`src/rtl/seg_scan_decoder.sv`:
```
// Receive-side seven-segment scan decoder: samples {dig_en, seg_in}, captures each stable digit once,
// maps it back to a hex nibble and publishes a full NUM_DIGITS word once per scan frame.
module seg_scan_decoder #(
  parameter int NUM_DIGITS    = 4,
  parameter int STABLE_CYCLES = 4
) (
  input  logic                    clk,
  input  logic                    rst,
  input  logic [6:0]              seg_in,
  input  logic [NUM_DIGITS-1:0]   dig_en,
  output logic [4*NUM_DIGITS-1:0] value,
  output logic                    value_valid,
  output logic [NUM_DIGITS-1:0]   seg_err_mask,
  output logic                    frame_err
);

  localparam int CW = $clog2(STABLE_CYCLES + 1);
  localparam int IW = (NUM_DIGITS > 1) ? $clog2(NUM_DIGITS) : 1;
  localparam logic [CW-1:0] CNT_MAX = CW'(STABLE_CYCLES);

  typedef enum logic {IDLE, COLLECT} state_t;

  state_t                  state;
  logic [6:0]              seg_q;
  logic [NUM_DIGITS-1:0]   dig_q;
  logic [CW-1:0]           cnt;
  logic                    captured;
  logic [NUM_DIGITS-1:0]   seen;
  logic [4*NUM_DIGITS-1:0] pend_val;
  logic [NUM_DIGITS-1:0]   pend_err;

  logic                    same;
  logic                    cap_fire;
  logic                    multi_bits;
  logic                    cap_ok;
  logic                    multi_err;
  logic [IW-1:0]           idx;
  logic [4:0]              dec;
  logic [4*NUM_DIGITS-1:0] slot_val;
  logic [NUM_DIGITS-1:0]   slot_err;

  // Returns {undecodable, nibble}; undecodable patterns decode to nibble 0.
  function automatic logic [4:0] decode(input logic [6:0] s);
    case (s)
      7'h7E: return 5'h00;
      7'h30: return 5'h01;
      7'h6D: return 5'h02;
      7'h79: return 5'h03;
      7'h33: return 5'h04;
      7'h5B: return 5'h05;
      7'h5F: return 5'h06;
      7'h70: return 5'h07;
      7'h7F: return 5'h08;
      7'h7B: return 5'h09;
      7'h77: return 5'h0A;
      7'h1F: return 5'h0B;
      7'h4E: return 5'h0C;
      7'h3D: return 5'h0D;
      7'h4F: return 5'h0E;
      7'h47: return 5'h0F;
      default: return 5'h10;
    endcase
  endfunction

  // The incoming sample is compared against the one already registered, so the
  // count reflects how many consecutive identical samples seg_q/dig_q now hold.
  assign same       = (seg_in == seg_q) && (dig_en == dig_q);
  assign cap_fire   = (cnt == CNT_MAX) && !captured;
  assign multi_bits = (dig_q & (dig_q - NUM_DIGITS'(1))) != '0;
  assign cap_ok     = cap_fire && (dig_q != '0) && !multi_bits;
  assign multi_err  = cap_fire && multi_bits;
  assign dec        = decode(seg_q);

  always_comb begin
    idx = '0;
    for (int i = 0; i < NUM_DIGITS; i++) begin
      if (dig_q[i]) idx = IW'(i);
    end
    slot_val = '0;
    slot_val[4*idx +: 4] = dec[3:0];
    slot_err = dec[4] ? dig_q : '0;
  end

  always_ff @(posedge clk or posedge rst) begin
    if (rst) begin
      seg_q    <= '0;
      dig_q    <= '0;
      cnt      <= '0;
      captured <= 1'b0;
    end else begin
      seg_q <= seg_in;
      dig_q <= dig_en;
      if (cap_fire) captured <= 1'b1;
      if (!same) begin
        cnt      <= CW'(1);
        captured <= 1'b0;
      end else if (cnt != CNT_MAX) begin
        cnt <= cnt + CW'(1);
      end
    end
  end

  always_ff @(posedge clk or posedge rst) begin
    if (rst) begin
      state        <= IDLE;
      seen         <= '0;
      pend_val     <= '0;
      pend_err     <= '0;
      value        <= '0;
      value_valid  <= 1'b0;
      seg_err_mask <= '0;
      frame_err    <= 1'b0;
    end else begin
      value_valid <= 1'b0;
      frame_err   <= multi_err;
      case (state)
        IDLE: begin
          if (cap_ok) begin
            pend_val[4*idx +: 4] <= dec[3:0];
            pend_err[idx]        <= dec[4];
            seen                 <= seen | dig_q;
            state                <= COLLECT;
          end
        end
        COLLECT: begin
          if (&seen) begin
            value        <= pend_val;
            seg_err_mask <= pend_err;
            value_valid  <= 1'b1;
            seen         <= '0;
            pend_err     <= '0;
            state        <= IDLE;
          end else if (cap_ok) begin
            if (seen[idx]) begin
              // Repeated slot: the scan lost sync, so restart the frame from this digit.
              frame_err <= 1'b1;
              seen      <= dig_q;
              pend_val  <= slot_val;
              pend_err  <= slot_err;
            end else begin
              pend_val[4*idx +: 4] <= dec[3:0];
              pend_err[idx]        <= dec[4];
              seen                 <= seen | dig_q;
            end
          end
        end
        default: state <= IDLE;
      endcase
    end
  end

endmodule
```
`config.mk`:
```
export PLATFORM = sky130hd
export DESIGN_NAME = seg_scan_decoder
export DESIGN_NICKNAME = d
export VERILOG_FILES = /design/src/rtl/seg_scan_decoder.sv
export SDC_FILE = /design/constraint.sdc
export NUM_CORES = 1
export LEC_CHECK = 0
export BUFFER_PORTS_ARGS = -buffer_cell sky130_fd_sc_hd__buf_4
export CELL_PAD_IN_SITES_DETAIL_PLACEMENT = 1
export CELL_PAD_IN_SITES_GLOBAL_PLACEMENT = 2
export CORE_MARGIN = 2
export CORE_UTILIZATION = 39
export DETAILED_ROUTE_END_ITERATION = 6
export GPL_TIMING_DRIVEN = 0
export PLACE_DENSITY_LB_ADDON = 0.2
export SLEW_MARGIN = 10
export SYNTH_ARGS = -nofsm -noshare
export SYNTH_HDL_FRONTEND = slang
export SYNTH_SLANG_ARGS = --single-unit
```
`constraint.sdc`:
```
create_clock -name clk -period 5.3 [get_ports clk]
set_input_delay 0 -clock clk [delete_from_list [all_inputs] [get_ports clk]]
set_output_delay 0 -clock clk [all_outputs]
set_load 0.1 [all_outputs]
```
==> impl_metrics.csv, run 1 <==
group,metric,value,unit
cts,cts-htree-levels,3,
cts,cts_root_buf,"clkbuf_8",
timing,hold_ws,0.3252,ns
status,outcome,"complete, no violations",
cts,cts_tree,"done",
route,ant_nets,0,
global_route,grt-ovfl-total,0,
die,ioPinCount,35,
setup_path,crit_start,"dig_q[2]$_DFF_PP0_",
flow_run,maxCapViolCount,0,
finish,final_nets,413,
setup_path,end_kind,"flop",
cts,clkLatencyLatePin,0.33,ns
timing,tns,0,ns
finish,postLayoutCellArea,3837,sq um
synthesis,yosysTopAreaCell,"dfrtp_1",
setup_path,cp-start-kind,"flop",
route,wl_per_cell,16.45,microns
timing,slew_headroom,49.82,%
cts,cts_setup_buffers,0,
global_route,antenna_found_initial,0,
timing,period_minus_slack,2.424,ns
synthesis,synth_nets,356,
synthesis,async_flop_share,100.0,%
cts,path_clk_slew,0.07,ns
synthesis,ys_types,56,
finish,area_growth_syn_to_layout,21.13,%
setup_path,worstPathArrival,2.68,ns
die,die_x,94.13,microns
synthesis,synth_top_area_share,48.97,%
power,powerDensity,241.3,nW/um^2
die,start_util,40.58,%
setup_path,cp.depth,7,
placed_design,portBuffers,34,
die,placeableCoreArea,7807,sq um
timing,rsz0062_at_grt,"false",
global_route,grt_max_degree,63,
timing,setup_viol,0,
die,fp.dieArea,8860,sq um
route,first_pass_iters,4,
setup_path,path_max_fanout,10,
setup_path,crit_type,"flop to flop",
synthesis,synth_xor_area_share,4.147,%
route,drc,0,
timing,finalCritPeriodShare,45.73,%
setup_path,path_cells,"buf_4 -> nor2_1 -> inv_1 -> ha_1 -> nand2b_1 -> or4_1 -> o2bb2ai_1",
synthesis,synth_seq_cells,62,
min_path,hold_class,"primary input to flop",
synthesis,yosys.area_share.simple,20.70,%
synthesis,avgSynthCellArea,9.514,sq um
cts,hold_buffers,12,
placed_design,hpwl,5.710,mm
synthesis,synth-adder-area-share,4.265,%
setup_path,cp.required,5.55,ns
route,drtIter0Drc,79,
timing,max_slew.worst_pin.slew,0.7527,ns
setup_path,endpoint,"pend_val[15]$_DFFE_PP0P_",
synthesis,synth.top_cells.by_area,"dfrtp_1, nand2_1, ha_1",
synthesis,synth_compound_area_share,16.07,%
synthesis,ys_seq_area_share,48.97,%
setup_path,cp_num_buf_inv,2,
route,wl,8.159,mm
die,chipHeight,94.13,microns
setup_path,r2r-start,"dig_q[2]$_DFF_PP0_",
synthesis,synth_ff_type,"dfrtp_1",
power,ir_drop,145.3,uV
synthesis,synth_area,3168,sq um
global_route,grt_pass1_wl,13.70,mm
global_route,track_usage,19.98,%
setup_path,cp_top_family,"simple AND/OR/NAND/NOR gates",
finish,diodes,0,
route,via_count,2659,
power,cellLeakagePower,1.856,nW
synthesis,synth_top_family_by_area,"simple AND/OR/NAND/NOR gates",
cts,cts_buffer_depth,2,
setup_path,r2r.worst_path.cells,7,
finish,drive_gt1_share,16.75,%
synthesis,synthCells,333,
timing,skew,0.01416,ns
placed_design,gp_congestion,0.8447,
setup_path,r2r_end,"pend_val[15]$_DFFE_PP0P_",
route,routed_via_density,5.361,
timing,slew_viol_final,0,
setup_path,crit_path_max_incr_delay,0.42,ns
cts,clock-sinks,62,
setup_path,slowest_stage,"nor2_1",
placed_design,postPlaceCellArea,3553,sq um
synthesis,synth-edff-count,0,
cts,cts_resized,0,
synthesis,yosys_warnings,0,
synthesis,synth.area.mux_share,0.9874,%
cts,cts_buffers,9,
die,rows,32,
global_route,grt_pass1_vias,2735,
timing,hold_violations,0,
finish,fillers,917,
timing,max_freq,412.6,MHz
setup_path,ff2ff_setup_slack,2.88,ns
-- final cells by class --
| cell class | instances | area, sq um | share of cell area (%) |
|---|---|---|---|
| Clock buffer | 9 | 123.9 | 3.228 |
| Buffer | 21 | 105.1 | 2.739 |
| Multi-Input combinational cell | 237 | 1463 | 38.12 |
| Sequential cell | 62 | 1551 | 40.43 |
| Clock inverter | 6 | 40.04 | 1.043 |
| Timing Repair Buffer | 46 | 375.4 | 9.782 |
| Tap cell | 102 | 127.6 | 3.326 |
| Inverter | 13 | 51.30 | 1.337 |
-- where the power goes --
| group | internal, mW | switching [mW] |
|---|---|---|
| logic | 0.0334 | 0.0525 |
| clock network | 0.165 | 0.195 |
| registers | 0.477 | 0.00325 |
| total | 0.676 | 0.250 |
-- per-layer routing --
layer,GRT usage [%],vias to the layer above,routed length [microns]
met2,35.06,50,4109
met4,6.280,0,91
met1,24.83,1312,3731
met3,3.612,8,226
li1,-,1289,-
met5,0,-,0
-- state kept, by name (all words and copies together) (netlist names) --
name,flops
cnt,3
seg_q,7
pend_val,16
seen,4
value_valid,1
dig_q,4
frame_err,1
captured,1
pend_err,4
value,16
state,1
seg_err_mask,4
-- cell families (layout without fill, tap and decap cells) --
kind of cell | Yosys count | count (layout)
adders and majority gates | 11 | 11
xor gates and xnor gates | 15 | 15
and+or+nand+nor | 138 | 138
muxes | 3 | 3
AOI/OAI and AO/OA | 70 | 70
DFF | 62 | 62
buffers and inverters | 34 | 95
-- worst min path at each step --
| stage | from | endpoint | slack, ns | cells past startpoint |
|---|---|---|---|---|
| after global routing | seg_in[2] | seg_q[2]$_DFF_PP0_ | 0.31 | 2 |
| after global placement | seg_in[5] | seg_q[5]$_DFF_PP0_ | 0.12 | 1 |
| after detailed placement | seg_in[1] | seg_q[1]$_DFF_PP0_ | 0.13 | 1 |
| final | seg_in[2] | seg_q[2]$_DFF_PP0_ | 0.33 | 2 |
| after floorplan | dig_en[0] | dig_q[0]$_DFF_PP0_ | 0.03 | 0 |
| after CTS | seg_in[2] | seg_q[2]$_DFF_PP0_ | 0.32 | 2 |
-- cell usage in the layout, fill, tap and decap left out, drive strengths merged, types with 3 or more instances in the layout --
cell type    synthesis  final
dlygate4sd3          0     12
nor3                 7      7
nand3                6      6
nand2b               5      5
a21oi               12     12
o21bai               4      4
o2bb2ai              6      6
and3                 4      4
xnor2                3      3
o32ai                3      3
buf                 13     47
or4                  4      4
o21ai               10     10
clkinvlp             0      4
ha                  10     10
inv                 13     13
nor4b                3      3
dfrtp               62     62
nand4                3      3
a22o                13     13
nand2               77     77
nor2                12     12
nor4                 9      9
xor2                12     12
clkbuf               8     17
-- per-stage QoR --
| stage | instances | setup WS, ns | power, mW | util, % |
|---|---|---|---|---|
| 3_3_place_gp | 469 | 2.902 | 0.5659 | 45.48 |
| 6_report | 496 | 2.876 | 0.9260 | 49.15 |
| 2_1_floorplan | 333 | 3.245 | 0.5418 | - |
| 4_1_cts | 496 | 2.873 | 0.9341 | 49.15 |
| 3_5_place_dp | 469 | 2.876 | 0.5680 | 45.51 |
| 5_1_grt | 496 | 2.629 | 0.9671 | 49.15 |
-- synthesized netlist by cell type (3+ instances only) --
| cell | n |
|---|---|
| nand2_1 | 77 |
| dfrtp_1 | 62 |
| a22o_1 | 13 |
| a21oi_1 | 12 |
| nor2_1 | 12 |
| xor2_1 | 12 |
| inv_1 | 11 |
| ha_1 | 10 |
| nor4_1 | 9 |
| clkbuf_1 | 8 |
| nor3_1 | 7 |
| buf_2 | 6 |
| o21ai_0 | 6 |
| o2bb2ai_1 | 6 |
| nand2b_1 | 5 |
| nand3_1 | 5 |
| and3_1 | 4 |
| buf_1 | 4 |
| o21ai_1 | 4 |
| o21bai_1 | 4 |
| or4_1 | 4 |
| nand4_1 | 3 |
| o32ai_1 | 3 |
| xnor2_1 | 3 |
No activity file was read; power rests on OpenSTA's default activity.
==> run 2, diff against run 1 <==
--- a/config.mk
+++ b/config.mk
@@ -9,7 +9,7 @@
 export CELL_PAD_IN_SITES_DETAIL_PLACEMENT = 1
 export CELL_PAD_IN_SITES_GLOBAL_PLACEMENT = 2
 export CORE_MARGIN = 2
-export CORE_UTILIZATION = 39
+export CORE_UTILIZATION = 37
 export DETAILED_ROUTE_END_ITERATION = 6
 export GPL_TIMING_DRIVEN = 0
 export PLACE_DENSITY_LB_ADDON = 0.2
==> constraint.sdc (replaced) <==
create_clock -name clk -period 2.3 [get_ports clk]
set_input_delay 0 -clock clk [delete_from_list [all_inputs] [get_ports clk]]
set_output_delay 0 -clock clk [all_outputs]
set_load 0.1 [all_outputs]
==> run 2 against run 1 <==
  * Final cell count is 0.40% higher
  * Combinational power is 130% higher
  * Count of clock-buffer cells in the layout stayed put
  * Worst setup slack worse by 2.7 ns
  * Largest power group unchanged
  * Critical path type unchanged
  * Largest cell class unchanged
==> impl_metrics.csv, run 2 (synthesis results as in run 1) <==
group,metric,value,unit
die,ioPinCount,35,
cts,clock-sinks,62,
finish,drive_gt1_share,19.59,%
timing,period_minus_slack,2.142,ns
die,chipHeight,96.53,microns
setup_path,r2r.worst_path.cells,7,
global_route,grt_max_degree,63,
route,wl,7.790,mm
placed_design,portBuffers,34,
global_route,antenna_found_initial,0,
timing,tns,0,ns
finish,top_regs,"pend_val x16, value x16, seg_q x7",
die,placeableCoreArea,8258,sq um
cts,cts_tree,"done",
flow_run,maxCapViolCount,0,
finish,regArea,1553,sq um
finish,fin_util,47.76,%
placed_design,place_ws,-0.1383,ns
power,cellLeakagePower,1.878,nW
route,highest_layer,"met4",
route,wl_per_cell,15.64,microns
setup_path,cp-start-kind,"flop",
route,drc,0,
route,first_pass_iters,4,
route,routed_via_density,5.271,
setup_path,r2r_end,"pend_val[7]$_DFFE_PP0P_",
die,rows,33,
route,met3_length,226,microns
route,m1WireLength,3.782,mm
timing,setup_viol,0,
route,wl_met2,3.647,mm
finish,mostFrequentLayoutCells,"nand2_1, dfrtp_1, buf_4",
route,ant_nets,0,
power,ir_drop,236.9,uV
setup_path,r2r-start,"dig_q[2]$_DFF_PP0_",
die,die_x,96.53,microns
placed_design,postPlaceCellArea,3557,sq um
setup_path,worstPathArrival,2.42,ns
timing,setup_ws,0.1580,ns
die,start_util,38.36,%
cts,cts_setup_buffers,0,
min_path,holdCritStartpoint,"seg_in[5]",
min_path,whs_endpoint,"seg_q[5]$_DFF_PP0_",
finish,area_growth_syn_to_layout,24.49,%
global_route,grt_pass1_wl,13.47,mm
timing,hold_ws,0.3154,ns
timing,rsz0062_at_grt,"false",
placed_design,gp_congestion,0.7983,
setup_path,crit_type,"flop to flop",
global_route,grt_pass1_vias,2622,
cts,cts-htree-levels,3,
finish,layout_commonest_cell,"nand2_1",
finish,diodes,0,
die,fp.dieArea,9318,sq um
timing,slew_headroom,49.70,%
cts,cts_root_buf,"clkbuf_8",
cts,path_clk_slew,0.08,ns
timing,max_slew.worst_pin.slew,0.7428,ns
setup_path,cp.required,2.58,ns
timing,finalCritPeriodShare,93.13,%
min_path,whs_path_depth,2,
setup_path,path_max_fanout,10,
timing,skew,0.01184,ns
timing,max_freq,466.9,MHz
power,powerDensity,606.6,nW/um^2
status,outcome,"complete, no violations",
finish,fillers,969,
finish,postLayoutCellArea,3944,sq um
finish,final_nets,411,
cts,clkLatencyLatePin,0.35,ns
timing,hold_violations,0,
route,drtIter0Drc,122,
route,via_count,2625,
timing,slew_viol_final,0,
cts,cts_buffers,9,
placed_design,hpwl,5.477,mm
setup_path,ff2ff_setup_slack,0.16,ns
global_route,track_usage,18.93,%
setup_path,end_kind,"flop",
cts,cts_buffer_depth,2,
min_path,hold_class,"primary input to flop",
global_route,grt-ovfl-total,0,
finish,multi_input_area,1508,sq um
run 2: worst max path at each step:
stage	startpoint	endpoint
finish	dig_q[2]$_DFF_PP0_	pend_val[7]$_DFFE_PP0P_
global route	seg_q[5]$_DFF_PP0_	pend_val[6]$_DFFE_PP0P_
CTS	dig_q[3]$_DFF_PP0_	pend_val[7]$_DFFE_PP0P_
detailed placement	dig_q[2]$_DFF_PP0_	pend_val[13]$_DFFE_PP0P_
global placement	rst	value_valid$_DFF_PP0_
floorplan	dig_q[2]$_DFF_PP0_	pend_val[11]$_DFFE_PP0P_
run 2: worst max-delay path, cell delays in order (launching register included):
cell        delay [ns]
dfrtp_1           0.39
buf_4             0.19
inv_1             0.12
a21o_4            0.20
clkinvlp_4        0.19
ha_2              0.30
or4_1             0.53
o2bb2ai_1         0.15
run 2: report_power, final:
| part | total [mW] | switching [mW] | internal (mW) | leakage (nW) |
|---|---|---|---|---|
| registers | 1.11 | 0.00822 | 1.10 | 0.835 |
| clock network | 1.08 | 0.470 | 0.613 | 0.106 |
| logic | 0.201 | 0.121 | 0.0798 | 0.937 |
run 2: layout make-up:
type	instances	area share [%]
well taps	105	3.331
multi-input cells	237	38.23
repair buffers	46	9.518
inverters	13	1.396
plain buffers	19	2.538
clock inverters	7	2.475
clock buffers	9	3.141
flip-flops and latches	62	39.37
run 2: repair_timing:
| item | 4_1_cts | 5_1_grt |
|---|---|---|
| setup endpoints to repair | 16 | 20 |
| gates resized for setup | 6 | 7 |
| pin swaps | 0 | 0 |
| hold buffers | 12 | 0 |
| endpoints found under the hold margin | 73 | 0 |
run 2: per-layer routing:
metal  GRT usage, %  up-vias
li1               -     1287
met1          26.38     1276
met2          29.46       50
met3          3.026       12
met4          7.629        0
met5              0        -
run 2: metrics by stage:
stage,total power [mW],cells
CTS,2.423,499
global route,2.500,498
detailed placement,1.309,472
floorplan,1.249,333
global placement,1.307,472
finish,2.392,498
==> run 3, diff against run 2 <==
--- a/config.mk
+++ b/config.mk
@@ -5,12 +5,13 @@
 export SDC_FILE = /design/constraint.sdc
 export NUM_CORES = 1
 export LEC_CHECK = 0
-export BUFFER_PORTS_ARGS = -buffer_cell sky130_fd_sc_hd__buf_4
+export CAP_MARGIN = 25
 export CELL_PAD_IN_SITES_DETAIL_PLACEMENT = 1
 export CELL_PAD_IN_SITES_GLOBAL_PLACEMENT = 2
 export CORE_MARGIN = 2
-export CORE_UTILIZATION = 37
+export CORE_UTILIZATION = 40
 export DETAILED_ROUTE_END_ITERATION = 6
+export DONT_BUFFER_PORTS = 1
 export GPL_TIMING_DRIVEN = 0
 export PLACE_DENSITY_LB_ADDON = 0.2
 export SLEW_MARGIN = 10
==> run 3 against run 2 <==
  * Cell area fell by 6.7%
  * Via count fell by 3.4%
  * Worst setup slack got worse by 0.0023 ns
  * Utilization rose by 0.094 points
  * Critical path depth did not move
  * Clock skew barely moved
  * Critical path type unchanged
==> impl_metrics.csv, run 3 (synthesis results as in run 1) <==
group,metric,value,unit
setup_path,r2r_end,"pend_val[13]$_DFFE_PP0P_",
power,total_power,2.367,mW
global_route,met3_usage,3.465,%
global_route,grt-ovfl-total,0,
setup_path,slowest_stage,"nor4_1",
placed_design,gp_congestion,0.8869,
flow_run,maxCapViolCount,0,
setup_path,cp.required,2.58,ns
setup_path,end_kind,"flop",
power,ir_drop,312.2,uV
finish,top_regs,"pend_val x16, value x16, seg_q x7",
route,ant_nets,0,
cts,cts_root_buf,"clkbuf_8",
finish,final_nets,377,
setup_path,crit_type,"flop to flop",
die,rows,32,
finish,multi_input_area,1506,sq um
timing,hold_violations,0,
setup_path,cp-start-kind,"flop",
global_route,grt_max_degree,63,
setup_path,cp_top_family,"simple AND/OR/NAND/NOR gates",
timing,slew_viol_final,0,
setup_path,worstPathArrival,2.43,ns
finish,postLayoutCellArea,3679,sq um
timing,skew,0.01180,ns
setup_path,path_max_fanout,10,
global_route,grt_pass1_vias,2684,
placed_design,postPlaceCellArea,3298,sq um
power,cellLeakagePower,1.709,nW
timing,slew_headroom,39.36,%
cts,cts_setup_buffers,0,
setup_path,cp.depth,7,
finish,mostFrequentLayoutCells,"nand2_1, dfrtp_1, a22o_1",
global_route,grtUsageMet2,32.85,%
timing,max_slew.worst_pin.slew,0.9097,ns
global_route,grt_pass1_wl,13.17,mm
die,die_x,93.00,microns
die,ioPinCount,35,
min_path,whs_path_depth,3,
finish,fillers,911,
die,fp.dieArea,8648,sq um
route,wl,7.653,mm
finish,layout_commonest_cell,"nand2_1",
die,start_util,41.21,%
finish,drive_gt1_share,11.14,%
route,drtIter0Drc,82,
global_route,top_usage_layer,"met2",
status,outcome,"complete, no violations",
min_path,holdCritStartpoint,"seg_in[1]",
finish,final_cells,461,
placed_design,dpl.cell_count,435,
global_route,met1_usage,25.05,%
die,chipHeight,93.00,microns
setup_path,r2r-start,"dig_q[2]$_DFF_PP0_",
timing,rsz0062_at_grt,"false",
cts,cts_buffers,9,
route,routed_via_density,5.501,
cts,path_clk_slew,0.08,ns
setup_path,cp_num_buf_inv,2,
cts,cts_buffer_depth,2,
finish,area_growth_syn_to_layout,16.11,%
finish,regArea,1551,sq um
cts,cts-htree-levels,3,
setup_path,crit_path_max_incr_delay,0.41,ns
die,placeableCoreArea,7687,sq um
route,wl_per_cell,16.60,microns
placed_design,hpwl,5.402,mm
route,via_count,2536,
placed_design,portBuffers,0,
min_path,whs_endpoint,"cnt[0]$_DFFE_PP0P_",
route,first_pass_iters,4,
setup_path,ff2ff_setup_slack,0.16,ns
setup_path,r2r.worst_path.cells,7,
cts,clock-sinks,62,
route,drc,0,
cts,cts_tree,"done",
global_route,antenna_found_initial,0,
finish,diodes,0,
timing,period_minus_slack,2.144,ns
timing,max_freq,466.4,MHz
power,powerDensity,643.5,nW/um^2
min_path,hold_class,"primary input to flop",
timing,hold_ws,0.01321,ns
timing,setup_viol,0,
cts,clkLatencyLatePin,0.34,ns
setup_path,path_cells,"buf_4 -> nor2_4 -> inv_1 -> ha_1 -> nand2b_1 -> nor4_1 -> a22o_1",
timing,finalCritPeriodShare,93.23,%
global_route,track_usage,19.46,%
-- run 3: what timing repair did --
action / in CTS / in global routing
setup endpoints to repair: 20 / 16
resized for setup: 5 / 6
hold buffers: 12 / 0
hold endpoints to repair: 74 / 0
-- run 3: worst max path at each step --
stage	from	to	slack, ns
floorplan	dig_q[2]$_DFF_PP0_	pend_val[11]$_DFFE_PP0P_	0.24
global placement	dig_q[3]$_DFF_PP0_	pend_val[14]$_DFFE_PP0P_	-0.05
detailed placement	dig_q[3]$_DFF_PP0_	pend_val[1]$_DFFE_PP0P_	-0.09
CTS	dig_q[3]$_DFF_PP0_	pend_val[3]$_DFFE_PP0P_	0.05
global route	seg_q[5]$_DFF_PP0_	pend_val[8]$_DFFE_PP0P_	0.01
finish	dig_q[2]$_DFF_PP0_	pend_val[13]$_DFFE_PP0P_	0.16
-- run 3: cell type report --
class / count / share of cell area, %
Buffer: 19 / 2.721
Timing Repair Buffer: 12 / 3.265
Clock inverter: 7 / 2.653
Clock buffer: 9 / 3.367
Tap cell: 102 / 3.469
Multi-Input combinational cell: 237 / 40.95
Sequential cell: 62 / 42.18
Inverter: 13 / 1.395
-- run 3: metal layers --
layer	vias up	routed length, microns
li1	1214	-
met3	9	197
met4	0	104
met5	-	0
met2	50	3779
met1	1263	3572
-- run 3: per-stage QoR --
| step | util, % | setup slack [ns] | setup TNS [ns] |
|---|---|---|---|
| after floorplan | - | 0.2448 | 0 |
| after global placement | 42.87 | -0.05029 | -0.5558 |
| after detailed placement | 42.90 | -0.08667 | -1.216 |
| after CTS | 47.54 | 0.04812 | 0 |
| after global routing | 47.85 | 0.01097 | 0 |
| final | 47.85 | 0.1557 | 0 |
-- run 3: worst min-delay path: cells and delay by family --
family	cells	cell delay (ns)
simple gates	2	0.19
xor+xnor	1	0.13
-- run 3: power breakdown --
part / total, mW / switching [mW] / internal, mW
clock network: 1.08 / 0.463 / 0.613
logic: 0.184 / 0.117 / 0.0676
registers: 1.11 / 0.00742 / 1.10
